**src/rtl/spi_slave_protocol_monitor.sv**
```systemverilog
// SPI slave protocol monitor: passive checker for frame timing,
// receive data and read-back MISO against a shadow RAM.
module spi_slave_protocol_monitor #(
  parameter int ADDR_W  = 8,
  parameter int RXV_LAT = 1,
  parameter int CNT_W   = 16,
  parameter bit MEM_EN  = 1'b1
) (
  input  logic              clk,
  input  logic              rst_n,
  input  logic              SS_n,
  input  logic              MOSI,
  input  logic              MISO,
  input  logic              rx_valid,
  input  logic [ADDR_W+1:0] rx_data,
  output logic [5:0]        err_pulse,
  output logic [5:0]        err_sticky,
  output logic [CNT_W-1:0]  err_count,
  output logic [CNT_W-1:0]  frame_count,
  output logic [2:0]        mon_state
);
  localparam int FW = ADDR_W + 2;
  localparam int CW = $clog2(FW);
  localparam int LW = (RXV_LAT < 2) ? 1 : $clog2(RXV_LAT + 1);

  localparam logic [2:0] S_IDLE  = 3'd0;
  localparam logic [2:0] S_CMD   = 3'd1;
  localparam logic [2:0] S_SHIFT = 3'd2;
  localparam logic [2:0] S_WAIT  = 3'd3;
  localparam logic [2:0] S_READ  = 3'd4;
  localparam logic [2:0] S_DONE  = 3'd5;

  logic [2:0]        state, state_n;
  logic [CW-1:0]     cnt, cnt_n;
  logic [LW-1:0]     wcnt, wcnt_n;
  logic [FW-1:0]     shreg, shreg_n;
  logic              cmd_bit, cmd_n;
  logic              post_rst;
  logic [ADDR_W-1:0] wr_addr, rd_addr;
  logic [ADDR_W-1:0] rd_sh;
  logic              rd_chk;
  logic [5:0]        err;
  logic              fc_inc, upd, load_rd, abort;
  logic [FW-1:0]     frame_in;
  logic [1:0]        opcode;
  logic [ADDR_W-1:0] payload;
  logic [ADDR_W-1:0] rd_word;
  logic              rd_ok;
  logic              wr_en;

  assign frame_in  = {shreg[FW-2:0], MOSI};
  assign opcode    = shreg[FW-1:FW-2];
  assign payload   = shreg[ADDR_W-1:0];
  assign wr_en     = upd && (opcode == 2'b01);
  assign mon_state = state;

  // Shadow RAM: only entries written by a clean write-data frame are trusted
  if (MEM_EN) begin : g_mem
    logic [ADDR_W-1:0]    mem [2**ADDR_W];
    logic [2**ADDR_W-1:0] vld;

    always_ff @(posedge clk) begin
      if (wr_en) mem[wr_addr] <= payload;
    end

    always_ff @(posedge clk or negedge rst_n) begin
      if (!rst_n) vld <= '0;
      else if (wr_en) vld[wr_addr] <= 1'b1;
    end

    assign rd_word = mem[rd_addr];
    assign rd_ok   = vld[rd_addr];
  end else begin : g_nomem
    assign rd_word = '0;
    assign rd_ok   = 1'b0;
  end

  always_comb begin
    state_n = state;
    cnt_n   = cnt;
    wcnt_n  = wcnt;
    shreg_n = shreg;
    cmd_n   = cmd_bit;
    err     = '0;
    fc_inc  = 1'b0;
    upd     = 1'b0;
    load_rd = 1'b0;
    abort   = SS_n &&
      (state inside {S_CMD, S_SHIFT, S_WAIT, S_READ});
    if (post_rst && (MISO || rx_valid || |rx_data))
      err[0] = 1'b1;
    if (MISO && state != S_READ)
      err[4] = 1'b1;
    if (rx_valid && state != S_WAIT)
      err[2] = 1'b1;
    if (abort) begin
      err[5]  = 1'b1;
      state_n = S_IDLE;
    end else begin
      case (state)
        S_IDLE: begin
          if (!SS_n) begin
            state_n = S_CMD;
            cmd_n   = MOSI;
          end
        end
        S_CMD: begin
          state_n = S_SHIFT;
          cnt_n   = '0;
        end
        S_SHIFT: begin
          shreg_n = frame_in;
          if (cnt == CW'(FW - 1)) begin
            state_n = S_WAIT;
            wcnt_n  = LW'(1);
            if (cmd_bit != frame_in[FW-1])
              err[1] = 1'b1;
          end else begin
            cnt_n = cnt + 1'b1;
          end
        end
        S_WAIT: begin
          if (wcnt == LW'(RXV_LAT)) begin
            fc_inc = 1'b1;
            if (!rx_valid)
              err[2] = 1'b1;
            else if (rx_data != shreg)
              err[3] = 1'b1;
            else
              upd = 1'b1;
            load_rd = 1'b1;
            cnt_n   = '0;
            state_n = (opcode == 2'b11) ? S_READ : S_DONE;
          end else begin
            if (rx_valid)
              err[2] = 1'b1;
            wcnt_n = wcnt + 1'b1;
          end
        end
        S_READ: begin
          if (rd_chk && MISO != rd_sh[ADDR_W-1])
            err[4] = 1'b1;
          if (cnt == CW'(ADDR_W - 1))
            state_n = S_DONE;
          else
            cnt_n = cnt + 1'b1;
        end
        S_DONE: begin
          if (SS_n) state_n = S_IDLE;
        end
        default: state_n = S_IDLE;
      endcase
    end
  end

  always_ff @(posedge clk or negedge rst_n) begin
    if (!rst_n) begin
      state       <= S_IDLE;
      cnt         <= '0;
      wcnt        <= '0;
      shreg       <= '0;
      cmd_bit     <= 1'b0;
      post_rst    <= 1'b1;
      wr_addr     <= '0;
      rd_addr     <= '0;
      rd_sh       <= '0;
      rd_chk      <= 1'b0;
      err_pulse   <= '0;
      err_sticky  <= '0;
      err_count   <= '0;
      frame_count <= '0;
    end else begin
      state      <= state_n;
      cnt        <= cnt_n;
      wcnt       <= wcnt_n;
      shreg      <= shreg_n;
      cmd_bit    <= cmd_n;
      post_rst   <= 1'b0;
      err_pulse  <= err;
      err_sticky <= err_sticky | err;
      if (|err && err_count != '1)
        err_count <= err_count + 1'b1;
      if (fc_inc && frame_count != '1)
        frame_count <= frame_count + 1'b1;
      if (upd && opcode == 2'b00)
        wr_addr <= payload;
      if (upd && opcode == 2'b10)
        rd_addr <= payload;
      if (load_rd) begin
        rd_sh  <= rd_word;
        rd_chk <= rd_ok;
      end else if (state == S_READ) begin
        rd_sh <= rd_sh << 1;
      end
    end
  end

endmodule

```
**config.mk**
```make
export PLATFORM = sky130hd
export DESIGN_NAME = spi_slave_protocol_monitor
export DESIGN_NICKNAME = d
export VERILOG_FILES = /design/src/rtl/spi_slave_protocol_monitor.sv
export SDC_FILE = /design/constraint.sdc
export NUM_CORES = 2
export LEC_CHECK = 0
export ABC_AREA = 1
export ABC_CLOCK_PERIOD_IN_PS = 8050
export CAP_MARGIN = 20
export CORE_ASPECT_RATIO = 0.8
export CORE_UTILIZATION = 50
export DETAILED_ROUTE_END_ITERATION = 16
export PLACE_DENSITY = 0.65
export SLEW_MARGIN = 10
export SYNTH_ARGS = -nofsm -noshare
export SYNTH_HDL_FRONTEND = slang
export SYNTH_SLANG_ARGS = --single-unit
```
**constraint.sdc**
```tcl
create_clock -name clk -period 8.05 [get_ports clk]
set_input_delay 1.2075 -clock clk [delete_from_list [all_inputs] [get_ports clk]]
set_output_delay 1.2075 -clock clk [all_outputs]
set_load 0.05 [all_outputs]
```
Yosys cells after proc, flatten, opt, wreduce, memory -nomap -nowiden. Memory sizes are Yosys's and may differ from the RTL's. Cells that the tools add are included. Widths: inputs -> output; s select.

Register bits: 345. Memory bits (writable): 2048. Input port bits: 16. Output and inout bits: 47. Logic and storage cells: 126. Memories kept: 1.

Memories: g_mem.mem (words 256, width 8, rd ports 1, clocked after memory_dff 0, write ports 1, line 59) `logic [ADDR_W-1:0] mem [2**ADDR_W];`.

Add/sub/neg operators: 4. Magnitude comparators: 3. Equality and inequality tests: 26. Mux-type cells: 48. Bitwise gates (word level): 4. Reduce and logical (&&, ||, !) cells: 25.

Operators with widths (count): $or 256x256->256 (1); $add 16x1->16 const B (2); $ne 16x16->1 const B (2); $mux 1 (30); $lt 8x9->1 const B (2); $mux 3 (6); $pmux 3 s6 (1); $mux 4 (4); $mux 8 (2); $pmux 4 s4 (1); $ne 3x3->1 const B (5); $logic_and 1x1->1 (11); $ne 10x10->1 (1); $reduce_and 5->1 (2); $reduce_or 10->1 (1); $bmux 1 s8 (1); $demux 1 s8 (1); $ge 8x1->1 const B (1); $eq 3x2->1 const B (2); $eq 3x3->1 const B (2); $ne 2x2->1 const B (3); $ne 3x2->1 const B (2); $or 6x6->6 (1); $reduce_and 3->1 (2); other kinds (19) (24).

Logic depth before layout (Yosys ltp).
Depth in word-level cells: 9. Depth in mapped cells: 17. Gate-level depth less buffers: 14.

Worst setup path after synthesis. OpenSTA, ideal clock, no wires.

Path type: register to register. Start: reg shreg[2]. End: mem g_mem.mem[144][0] (enable). Setup time: 0.383 ns. Arrival time: 5.387 ns. Required time: 7.667 ns. Path slack: 2.279 ns. Cell stages (with the launch flop): 10. Path buffers: 2. Clock period less this slack: 5.771 ns. Cells stage by stage: dfrtp_1 -> inv_1 -> nand2_1 -> nand4_1 -> nor2_1 -> nand3_2 -> or2_1 -> buf_2 -> buf_6 -> nor3_1.

Word-level cells in the longest chain between the ends: 9.

RTL lines: from (decl) (line 36) `logic [FW-1:0] shreg, shreg_n;`; from (signal assigned) (line 176) `shreg <= shreg_n;`; $ne 10x10->1 (line 127) `else if (rx_data != shreg)`; $mux 1 (line 127); $mux 1 (line 125) `if (!rx_valid)`; $mux 1 (line 123) `if (wcnt == LW'(RXV_LAT)) begin`; $mux 1 (line 100) `case (state)`; $mux 1 (line 96) `if (abort) begin`; $logic_and 1x1->1 (line 54) `assign wr_en = upd && (opcode == 2'b01);`; $mux 1 (line 63) `if (wr_en) mem[wr_addr] <= payload;`; $mux 1 (implied by the code) (line 63); to (decl) (line 59).

No other way between the ends.

Worst setup path in the final report.
Start: reg shreg[7]. End: mem g_mem.mem[48][6] (enable).

Same word-level chain as after synthesis.

==> summary.txt <==
Run status
  • Status: finished clean

Flow run
  • Max-Cap Viols: 0

Place
  • DP HPWL: around 150000 um
  • GPL Wtd Cong: slightly below 0.9
  • IO buf count: 62
  • Placed cell area: 101000 um2

Clocking
  • Worst-path clk slew: around 0.06 ns
  • CTS root buffer: clkbuf_16
  • H-tree depth: 4
  • Post-CTS setup buffer count: 0
  • CTS tree: built
  • Clk buf depth: 3
  • Post-CTS Hold Fix Bufs: 0
  • CTS resizes: 0
  • Worst-Skew Late Latency: approximately 0.86 ns
  • TritonCTS Sinks: 2393
  • CTS Buf Count: roughly 220

Route
  • Via/cell ratio: 5.96
  • Detailed-route via count: around 67000
  • DRT antenna net count: 0
  • Initial DRC count: between 9000 and 10000
  • # DRC: 0
  • Avg WL per Cell: approximately 25 um
  • Drt total wl: ~270000 um
  • First-pass detailed-route iteration total: 8

Yosys
  • Syn_area_per_cell: between 10 and 15 um2
  • FFs w/ async S/R, synth: about 14%
  • EDFF count, synth: just over 2000
  • Mapped cell area: around 98000 um2
  • Yosys Warn Count: 0
  • Gate Count Post-Synth: 8629
  • Synth top area share: between 60% and 70%
  • Synthesized flop and latch total: ~2400
  • Synth area leaders: edfxtp_1 (62%), nand3_1 (12%), nand2_1 (9.6%), dfrtp_1 (8.7%), o21bai_1 (1.5%)
  • Synth cell count leaders: nand2_1 (2508), nand3_1 (2299), edfxtp_1 (2048)
  • Post-synth top flop: edfxtp_1
  • Mapped Nets: slightly below 9000
  • Cell taking the most area after synthesis: edfxtp_1
  • Register area share after synthesis: a little under three quarters
  • Most common cell in the netlist: nand2_1
  • Synth cell types: 43

Global routing
  • M1 GR Usage: 39.6%
  • Vias in the first global route: 62715
  • First-pass GRT wire length: 406000 um
  • GRT Util Overall: a little over a quarter
  • Largest net degree at the start of global routing: 230
  • Grt total ovfl: 0
  • GRT met2 Usage: roughly 41%
  • Initial antenna violation count: 5
  • GR Layer Usage met3: 6.59%
  • GR peak layer: met2

Setup path
  • CP max-delay cell: dfrtp_4
  • Crit path DAT: 5.59 ns
  • Crit path top cell by count: nor2_1
  • Critical path capture point type: flop
  • Crit path max fanout: 69
  • Worst path max stage delay: between 1 and 1.5 ns
  • CP Cell Sequence: nor2_1 > nor4_1 > nand3_1 > nor2_1 > nand3_2 > nor2_4 > nand3_1 > nor2_1
  • WS Path Type: reg -> reg
  • Worst Path Required: 8.53 ns
  • Critical Path Source Type: flop

Cells and area
  • Finished Cell Area: about 110000 um2
  • Area Overhead vs Synth: 9.67%
  • Layout cell share with drive strength beyond 1: under 10%
  • Final core utilization: a little under three fifths
  • Final-stage net count: around 8400

STA
  • Final setup TNS: 0 ns
  • Final Slew Violations: 0
  • Min Tclk post-route: 5.11 ns
  • Slew Limit Headroom: ~23%
  • Worst Skew: between 0.02 and 0.025 ns
  • Endpoints failing setup: 0
  • Final hold slack: 0.466 ns
  • Tcrit/Tclk final: between 60% and 70%
  • Fin. Hold Viols: 0
  • RSZ-0062 raised after global routing: false
  • Worst slew pin tran: roughly 1.2 ns
  • Fmax: a little under 0.2 GHz

Floorplanning
  • IO Pins: 63
  • Die height: between 300 and 400 um
  • Starting Density: 50.4%
  • Row count: about 150
  • Die X: roughly 500 um
  • Total core area: a little under 200000 um2
  • Die ar.: roughly 200000 um2

Pwr
  • Worst IR drop on VDD: 276 uV
  • Static Leak: around 40 nW
  • PD cells: roughly 260 nW/um2

Hold path
  • HP Class: in -> async
stage by stage:
stage / setup slack (ns) / power [mW] / std cells
global placement: 2.38 / 17.9 / 10754
CTS: 3.03 / 28.1 / 11157
floorplan: 2.28 / 16.6 / 8629
detailed placement: 2.51 / 17.9 / 10754
finish: 2.94 / 28.1 / 11180
global route: 2.82 / 28.7 / 11179
final cells by class:
cell class | instances | area [um2]
Clock buffer | 282 | 5800
Clock inverter | 121 | 1290
Tap cell | 2572 | 3220
Antenna cell | 1 | 2.50
Inverter | 91 | 379
Multi-Input combinational cell | 5545 | 25500
Timing Repair Buffer | 175 | 1580
Sequential cell | 2393 | 70200
Fill cell | 16078 | 87400
critical path: cells and delay by family (launching register included):
| kind | cells | cell delay, ns |
|---|---|---|
| simple gates | 8 | 3.63 |
| flops | 1 | 1.10 |
metal layers:
metal | wire length [um] | part of all wire [%] | up-vias
li1 | - | - | 29935
met1 | 115000 | 42 | 32542
met2 | 122000 | 44 | 3626
met3 | 29800 | 11 | 513
met4 | 8220 | 3.0 | 10
met5 | 72 | 0.026 | -
placed cells by master (no fill, tap or decap), types with 38 or more instances in the layout:
master	n
buf_4	78
clkbuf_1	52
clkbuf_16	217
clkdlybuf4s50_1	61
clkinv_1	43
dfrtp_1	330
edfxtp_1	2048
inv_1	76
nand2_1	2492
nand3_1	2299
nor2_1	267
nor3_1	60
o21bai_1	203
o21bai_2	38
registers in the layout, summed over array words and instances, names as in the netlist, 3 cells and up:
signal and count:
frame_count 16, g_mem.mem 2048, wr_addr 8, cnt 4, err_sticky 6, err_pulse 6, g_mem.vld 256, mon_state 3
rd_sh 8, shreg 10, err_count 16, rd_addr 8
cell families (layout without fill, tap and decap cells):
group	count (synthesis)	after routing	synth area share (%)
xor+xnor	37	37	0.329
compound gates	303	303	2.32
other cells	1	2	0.00381
flops	2393	2393	71.2
simple gates	5200	5200	23.2
buf+inv	691	669	2.93
fa+ha+maj	4	4	0.0508
power by group:
group / total (mW) / internal (mW) / switching [mW]
logic: 2.44 / 0.318 / 2.12
registers: 15.2 / 14.8 / 0.394
clock network: 10.4 / 5.83 / 4.60
total: 28.1 / 21.0 / 7.11
path summary, 6_finish.rpt:
| kind | cells after the start | endpoint | from | slack (ns) |
|---|---|---|---|---|
| worst max-delay path | 8 | g_mem.mem[48][6]$_DFFE_PP_ | shreg[7]$_DFFE_PN0N_ | 2.94 |
| worst min-delay path | 1 | frame_count[7]$_DFFE_PN0P_ | rst_n | 0.47 |
| worst max register to register | 8 | g_mem.mem[48][6]$_DFFE_PP_ | shreg[7]$_DFFE_PN0N_ | 2.94 |
| worst min register to register | 1 | g_mem.vld[211]$_DFFE_PN0P_ | g_mem.vld[211]$_DFFE_PN0P_ | 0.47 |
| max in group asynchronous | 2 | g_mem.vld[133]$_DFFE_PN0P_ | rst_n | 5.97 |
| min in group clk | 1 | g_mem.vld[211]$_DFFE_PN0P_ | g_mem.vld[211]$_DFFE_PN0P_ | 0.47 |
Power figures use the tool's default switching activity.
